==> config.mk <==
export PLATFORM = sky130hd
export DESIGN_NAME = gate_sip_security_monitor
export DESIGN_NICKNAME = d
export VERILOG_FILES = /design/src/rtl/gate_sip_sec_pkg.sv /design/src/rtl/gate_sip_evt_fifo.sv /design/src/rtl/gate_sip_security_monitor.sv
export SDC_FILE = /design/constraint.sdc
export NUM_CORES = 1
export LEC_CHECK = 0
export BUFFER_PORTS_ARGS = -buffer_cell sky130_fd_sc_hd__buf_4
export CORE_UTILIZATION = 50
export DETAILED_ROUTE_END_ITERATION = 7
export PLACE_DENSITY = 0.68
export SLEW_MARGIN = 20
export SYNTH_ARGS = -nofsm -noshare
export SYNTH_HDL_FRONTEND = slang
export SYNTH_SLANG_ARGS = --single-unit
==> constraint.sdc <==
create_clock -name TCK -period 5.4 [get_ports TCK]
set_input_delay 0.81 -clock TCK [delete_from_list [all_inputs] [get_ports TCK]]
set_output_delay 0.81 -clock TCK [all_outputs]
set_load 0.01 [all_outputs]
==> src/rtl/gate_sip_sec_pkg.sv <==
`default_nettype none
// ============================================================================
// Module   : gate_sip_sec_pkg
// Brief    : Shared types, record layout and helpers for the SiP security monitor.
// Revision : 1.0
// ============================================================================
package gate_sip_sec_pkg;

  localparam int NUM_DIES       = 3;
  localparam int TS_W           = 16;
  localparam int STATUS_W       = 8;
  localparam int EVT_W          = 26;
  localparam int EVT_TS_LSB     = 0;
  localparam int EVT_STATUS_LSB = 16;
  localparam int EVT_DIE_LSB    = 24;

  typedef enum logic [1:0] {
    ST_NORMAL   = 2'd0,
    ST_ALERT    = 2'd1,
    ST_LOCKDOWN = 2'd2
  } mon_state_e;

  function automatic logic [EVT_W-1:0] make_record(
    input logic [1:0]          die,
    input logic [STATUS_W-1:0] status,
    input logic [TS_W-1:0]     ts
  );
    logic [EVT_W-1:0] r;
    r = '0;
    r[EVT_DIE_LSB +: 2]           = die;
    r[EVT_STATUS_LSB +: STATUS_W] = status;
    r[EVT_TS_LSB +: TS_W]         = ts;
    return r;
  endfunction

  function automatic logic [1:0] popcount3(input logic [2:0] v);
    return {1'b0, v[0]} + {1'b0, v[1]} + {1'b0, v[2]};
  endfunction

endpackage
`default_nettype wire

==> src/rtl/gate_sip_evt_fifo.sv <==
`default_nettype none
// ============================================================================
// Module   : gate_sip_evt_fifo
// Brief    : Event-record FIFO; push ignored when full unless a pop frees a slot.
// Revision : 1.0
// ============================================================================
module gate_sip_evt_fifo
  import gate_sip_sec_pkg::*;
#(
  parameter int DEPTH = 8,
  parameter int WIDTH = EVT_W
) (
  input  logic             clk,
  input  logic             rst_n,
  input  logic             in_valid,
  input  logic [WIDTH-1:0] in_data,
  input  logic             out_ready,
  output logic [WIDTH-1:0] out_data,
  output logic             full,
  output logic             empty
);

  localparam int AW = $clog2(DEPTH);

  logic [AW:0]      wr_q, wr_d, rd_q, rd_d;
  logic [WIDTH-1:0] mem_q [DEPTH];
  logic             do_push, do_pop;

  assign empty    = (wr_q == rd_q);
  assign full     = (wr_q[AW] != rd_q[AW]) && (wr_q[AW-1:0] == rd_q[AW-1:0]);
  assign out_data = mem_q[rd_q[AW-1:0]];

  // A pop on a full FIFO frees the head slot in time for the same-cycle write.
  always_comb begin
    do_pop  = !empty && out_ready;
    do_push = in_valid && (!full || do_pop);
    wr_d    = do_push ? wr_q + 1'b1 : wr_q;
    rd_d    = do_pop  ? rd_q + 1'b1 : rd_q;
  end

  always_ff @(posedge clk) begin
    if (!rst_n) begin
      wr_q <= '0;
      rd_q <= '0;
    end else begin
      wr_q <= wr_d;
      rd_q <= rd_d;
    end
  end

  always_ff @(posedge clk) begin
    if (do_push) begin
      mem_q[wr_q[AW-1:0]] <= in_data;
    end
  end

endmodule
`default_nettype wire

==> src/rtl/gate_sip_security_monitor.sv <==
`default_nettype none
// ============================================================================
// Module   : gate_sip_security_monitor
// Brief    : Debounces per-die tamper flags, logs events and escalates to lockdown.
// Revision : 1.0
// ============================================================================
module gate_sip_security_monitor
  import gate_sip_sec_pkg::*;
#(
  parameter int DEBOUNCE_CYCLES = 4,
  parameter int LOCK_THRESHOLD  = 3,
  parameter int FIFO_DEPTH      = 8
) (
  input  logic             TCK,
  input  logic             TRST_N,
  input  logic [2:0]       tamper_detected,
  input  logic [7:0]       security_status_die0,
  input  logic [7:0]       security_status_die1,
  input  logic [7:0]       security_status_die2,
  input  logic             clear_req,
  output logic             clear_ack,
  output logic             evt_valid,
  input  logic             evt_ready,
  output logic [EVT_W-1:0] evt_data,
  output logic [2:0]       die_alarm,
  output logic [1:0]       mon_state,
  output logic             lockdown,
  output logic             evt_overflow,
  output logic [7:0]       tamper_count_die0,
  output logic [7:0]       tamper_count_die1,
  output logic [7:0]       tamper_count_die2
);

  localparam int               DEB_W   = $clog2(DEBOUNCE_CYCLES + 1);
  localparam logic [DEB_W-1:0] DEB_MAX = DEB_W'(DEBOUNCE_CYCLES);

  mon_state_e          state_q, state_d;
  logic [TS_W-1:0]     ts_q, ts_d;
  logic [DEB_W-1:0]    deb_q [NUM_DIES];
  logic [DEB_W-1:0]    deb_d [NUM_DIES];
  logic [EVT_W-1:0]    rec_q [NUM_DIES];
  logic [EVT_W-1:0]    rec_d [NUM_DIES];
  logic [7:0]          tc_q  [NUM_DIES];
  logic [7:0]          tc_d  [NUM_DIES];
  logic [7:0]          status_w [NUM_DIES];
  logic [NUM_DIES-1:0] conf_w, evt_w, conf_prev_q, conf_prev_d;
  logic [NUM_DIES-1:0] pend_q, pend_d, alarm_q, alarm_d;
  logic [7:0]          sc_q, sc_d, sc_base;
  logic [8:0]          sc_sum;
  logic                push_valid;
  logic [EVT_W-1:0]    push_data;
  logic                fifo_full, fifo_empty, pop_w;
  logic                clr_w, lock_cond_w;
  logic                clear_ack_q, clear_ack_d;
  logic                lockdown_q, lockdown_d;
  logic                ovf_q, ovf_d;

  assign status_w[0] = security_status_die0;
  assign status_w[1] = security_status_die1;
  assign status_w[2] = security_status_die2;

  always_comb begin
    ts_d        = ts_q + 16'd1;
    conf_w      = '0;
    evt_w       = '0;
    for (int n = 0; n < NUM_DIES; n++) begin
      conf_w[n] = (deb_q[n] == DEB_MAX);
      evt_w[n]  = conf_w[n] && !conf_prev_q[n];
      if (!tamper_detected[n]) begin
        deb_d[n] = '0;
      end else if (conf_w[n]) begin
        deb_d[n] = deb_q[n];
      end else begin
        deb_d[n] = deb_q[n] + 1'b1;
      end
    end
    conf_prev_d = conf_w;
  end

  // Lowest pending die is pushed first; a new capture overrides the clear of a push.
  always_comb begin
    pend_d     = pend_q;
    rec_d      = rec_q;
    push_valid = 1'b0;
    push_data  = '0;
    for (int n = 0; n < NUM_DIES; n++) begin
      if (pend_q[n] && !push_valid) begin
        push_valid = 1'b1;
        push_data  = rec_q[n];
        pend_d[n]  = 1'b0;
      end
    end
    for (int n = 0; n < NUM_DIES; n++) begin
      if (evt_w[n]) begin
        pend_d[n] = 1'b1;
        rec_d[n]  = make_record(2'(n), status_w[n], ts_q);
      end
    end
  end

  // Clear takes effect before same-cycle events are accounted.
  always_comb begin
    clr_w       = clear_req && (state_q != ST_LOCKDOWN);
    alarm_d     = (clr_w ? '0 : alarm_q) | evt_w;
    sc_base     = clr_w ? 8'd0 : sc_q;
    sc_sum      = {1'b0, sc_base} + {7'd0, popcount3(evt_w)};
    sc_d        = sc_sum[8] ? 8'hFF : sc_sum[7:0];
    for (int n = 0; n < NUM_DIES; n++) begin
      tc_d[n] = (evt_w[n] && tc_q[n] != 8'hFF) ? tc_q[n] + 8'd1 : tc_q[n];
    end
    lock_cond_w = (int'(sc_d) >= LOCK_THRESHOLD) || (popcount3(alarm_d) >= 2'd2);
    state_d     = state_q;
    if (state_q != ST_LOCKDOWN) begin
      if (|evt_w) begin
        state_d = lock_cond_w ? ST_LOCKDOWN : ST_ALERT;
      end else if (clr_w) begin
        state_d = ST_NORMAL;
      end
    end
    clear_ack_d = clr_w;
    lockdown_d  = (state_d == ST_LOCKDOWN);
    ovf_d       = ovf_q || (push_valid && fifo_full && !pop_w);
  end

  always_ff @(posedge TCK) begin
    if (!TRST_N) begin
      state_q     <= ST_NORMAL;
      ts_q        <= '0;
      conf_prev_q <= '0;
      pend_q      <= '0;
      alarm_q     <= '0;
      sc_q        <= '0;
      clear_ack_q <= 1'b0;
      lockdown_q  <= 1'b0;
      ovf_q       <= 1'b0;
      for (int n = 0; n < NUM_DIES; n++) begin
        deb_q[n] <= '0;
        rec_q[n] <= '0;
        tc_q[n]  <= '0;
      end
    end else begin
      state_q     <= state_d;
      ts_q        <= ts_d;
      conf_prev_q <= conf_prev_d;
      pend_q      <= pend_d;
      alarm_q     <= alarm_d;
      sc_q        <= sc_d;
      clear_ack_q <= clear_ack_d;
      lockdown_q  <= lockdown_d;
      ovf_q       <= ovf_d;
      deb_q       <= deb_d;
      rec_q       <= rec_d;
      tc_q        <= tc_d;
    end
  end

  gate_sip_evt_fifo #(
    .DEPTH (FIFO_DEPTH),
    .WIDTH (EVT_W)
  ) u_evt_fifo (
    .clk       (TCK),
    .rst_n     (TRST_N),
    .in_valid  (push_valid),
    .in_data   (push_data),
    .out_ready (evt_ready),
    .out_data  (evt_data),
    .full      (fifo_full),
    .empty     (fifo_empty)
  );

  assign evt_valid         = !fifo_empty;
  assign pop_w             = evt_valid && evt_ready;
  assign clear_ack         = clear_ack_q;
  assign die_alarm         = alarm_q;
  assign mon_state         = state_q;
  assign lockdown          = lockdown_q;
  assign evt_overflow      = ovf_q;
  assign tamper_count_die0 = tc_q[0];
  assign tamper_count_die1 = tc_q[1];
  assign tamper_count_die2 = tc_q[2];

endmodule
`default_nettype wire

==> out/results.tsv <==
metric	value	unit
outcome	completed	
Mapped Nets	1172	
root buffer selected by CTS	clkbuf_16	
synthesized area	14500	um^2
count of different cell masters after synthesis	58	
Syn Inst Count	1123	
nets	1259	
final setup TNS	0	ns
Chip Height	172	um
Total Power	5.61	mW
RR Startpoint	deb_q[3]$_SDFFE_PN0P_	
worst r2r dst	lockdown$_SDFF_PN0_	
die span in x	172	um
highest routed metal layer	met4	
met3 WL	1670	um
wl on met1	13200	um
fin util	0.600	
Main synth FF type	edfxtp_1	
Core Area	28100	um^2
fraction of layout cells with a size suffix above 1	0.222	
Inserted Diodes	0	
worst hold path type	reg2reg	
slew of the pin with the lowest slew margin	1.15	ns
Critical Path End Type	flop	
htree depth	2	
routed via count	8847	
Met2 Routed Length	14500	um
TritonCTS clock tree	done	
Worst Hold End	rec_q[14]$_SDFFE_PN0P_	
slew margin rel.	0.225	
Initial Util	0.515	
Pleak	5.70	nW
fin. max-slew vios	0	
asr flop ratio synth	0	
CP required	5.84	ns
Syn. warnings	0	
skew final	0.0115	ns
vias in the first global route	8680	
Post-synth EDFFs	208	
sequential-to-total area share from yosys stat	0.648	
clk slew on worst S/H paths	0.06	ns
CP Launch Type	flop	
Reg2Reg Depth	17	
drc violations	0	
worst path arrival time	4.58	ns
hpwl dp	17700	um
Die ar.	29600	um^2
P per Cell Area	333	nW/um^2
WL/cell	18.4	um
Routed Antenna Nets	0	
GRT Residual Overflow	0	
initial antenna violation count	0	
top post-synthesis cells by area	edfxtp_1 (43%), dfxtp_1 (22%), mux4_2 (8.1%)	
Ports	90	
Hold Path Origin	rec_q[14]$_SDFFE_PN0P_	
FF-to-FF setup slack	1.26	ns
row cnt	61	
Hold Fails Final Rpt	0	
Clock Tree Buf Depth	3	
first-pass GRT wire length	46400	um
clock latency on the worst-skew pair	0.53	ns
drt total wl	29800	um
synthesized flop and latch total	364	
Num CTS Buffers	38	
Peak VDD IR	190	uV
largest net degree at the start of global routing	75	
area added between synthesis and finish	16.6	%
number of post-CTS setup repair buffers	0	
RSZ-0062 raised after global routing	no	
Avg Inst Size Synth	12.9	um^2
f_max	241	MHz
Crit Path Class	reg2reg	
Pre-antenna DRT Iters	7	
CTS resizes	0	
post-DR vias/cell	5.47	
Placer Congestion	0.787	
crit path max fanout	28	
top-area cell type share of the netlist area	0.432	
Hold-fix buffers, CTS	0	
Port Buf Inserts	89	
Final min period	4.14	ns
post-synth top area cell	edfxtp_1	
total of max-cap violations	0	
Tcrit/Tclk final	0.767	
hold path depth	2	
CTS Sinks	364	
iteration-0 DRC count of the detailed router	633	
Setup Viol. Count Final	0	
GRT Total Usage	0.205	
per-layer routing:
metal | vias to the layer above | global-route usage
met5 | - | 0
met1 | 4348 | 0.274
met2 | 225 | 0.346
li1 | 4237 | -
met4 | 0 | 0.0512
met3 | 37 | 0.0382
sequential cells by signal, summed over array words and instances (netlist names), named ones only:
register	flops
tamper_count_die0	8
ts_q	16
die_alarm	3
mon_state	2
clear_ack	1
u_evt_fifo.wr_q	4
lockdown	1
deb_q	9
evt_overflow	1
rec_q	74
tamper_count_die2	8
u_evt_fifo.rd_q	4
pend_q	3
u_evt_fifo.mem_q	208
sc_q	8
conf_prev_q	3
tamper_count_die1	8
layout by cell type, fill, tap and decap left out, drive strengths merged, types with 25 or more instances in the layout:
cell,n
mux4,52
a21oi,96
nand2,213
dfxtp,156
mux2,27
nor2,61
xnor2,25
edfxtp,208
clkbuf,61
o21ai,36
buf,109
per-stage QoR:
stage / cells / hold WS, ns / setup slack (ns) / area, um^2
after detailed placement: 1547 / 0.447 / 1.34 / 15600
final: 1618 / 0.454 / 1.26 / 16800
after global routing: 1618 / 0.471 / 0.958 / 16800
after floorplan: 1123 / 0.436 / 1.19 / 14500
after CTS: 1617 / 0.454 / 1.27 / 16800
after global placement: 1547 / 0.442 / 1.45 / 15600
how the worst max path moves through the flow:
| stage | from | endpoint | cells after the start |
|---|---|---|---|
| floorplan | evt_ready | u_evt_fifo.mem_q[2][0]$_DFFE_PP_ | 2 |
| global placement | deb_q[3]$_SDFFE_PN0P_ | lockdown$_SDFF_PN0_ | 17 |
| CTS | deb_q[3]$_SDFFE_PN0P_ | lockdown$_SDFF_PN0_ | 17 |
| detailed placement | deb_q[3]$_SDFFE_PN0P_ | lockdown$_SDFF_PN0_ | 17 |
| finish | deb_q[3]$_SDFFE_PN0P_ | lockdown$_SDFF_PN0_ | 17 |
| global route | deb_q[3]$_SDFFE_PN0P_ | lockdown$_SDFF_PN0_ | 17 |
power by group:
part | internal (mW) | switching (mW)
logic | 0.0329 | 0.0423
clock network | 1.59 | 1.04
registers | 2.91 | 0.00806
Yosys cell counts, types with 12 or more instances:
| cell | n |
|---|---|
| a21oi_1 | 94 |
| a22oi_1 | 24 |
| and2_1 | 12 |
| clkbuf_1 | 45 |
| dfxtp_1 | 156 |
| edfxtp_1 | 208 |
| ha_1 | 16 |
| inv_1 | 15 |
| mux2_2 | 27 |
| mux4_2 | 52 |
| nand2_1 | 211 |
| nand3_1 | 16 |
| nor2_1 | 59 |
| nor3_1 | 12 |
| o21ai_0 | 36 |
| or3_1 | 12 |
| xnor2_1 | 25 |
| xor2_1 | 15 |
worst max-delay path, cell delays in order (launching register included):
cell and delay, ns:
dfxtp_1 0.34, inv_1 0.07, ha_1 0.19, nand2_2 0.14, nor2_8 0.38, clkinv_1 0.12, buf_4 0.26, fa_1 0.49
inv_1 0.07, ha_1 0.18, inv_1 0.07, fa_1 0.42, and2b_1 0.33, nand3_1 0.17, o211ai_1 0.27, a21oi_2 0.10
a41o_1 0.28, a31oi_1 0.17
final cells by class:
type	instances	area (um^2)
clock buffer	61	1130
clock inverter	9	141
fill	2237	11200
inverter	19	73.8
multi-input combinational	678	4810
sequential	364	9380
tap	378	473
timing repair buffer	109	843
kinds of logic after synthesis:
logic type,Yosys count,synth area share
buffers and inverters,81,0.0221
AND/OR/NAND/NOR,366,0.115
AO/OA/AOI/OAI,171,0.0695
adder cells (fa/ha/maj),18,0.0166
multiplexers,83,0.105
XOR/XNOR,40,0.0242
flip-flops,364,0.648
No activity file was read; power rests on OpenSTA's default activity.
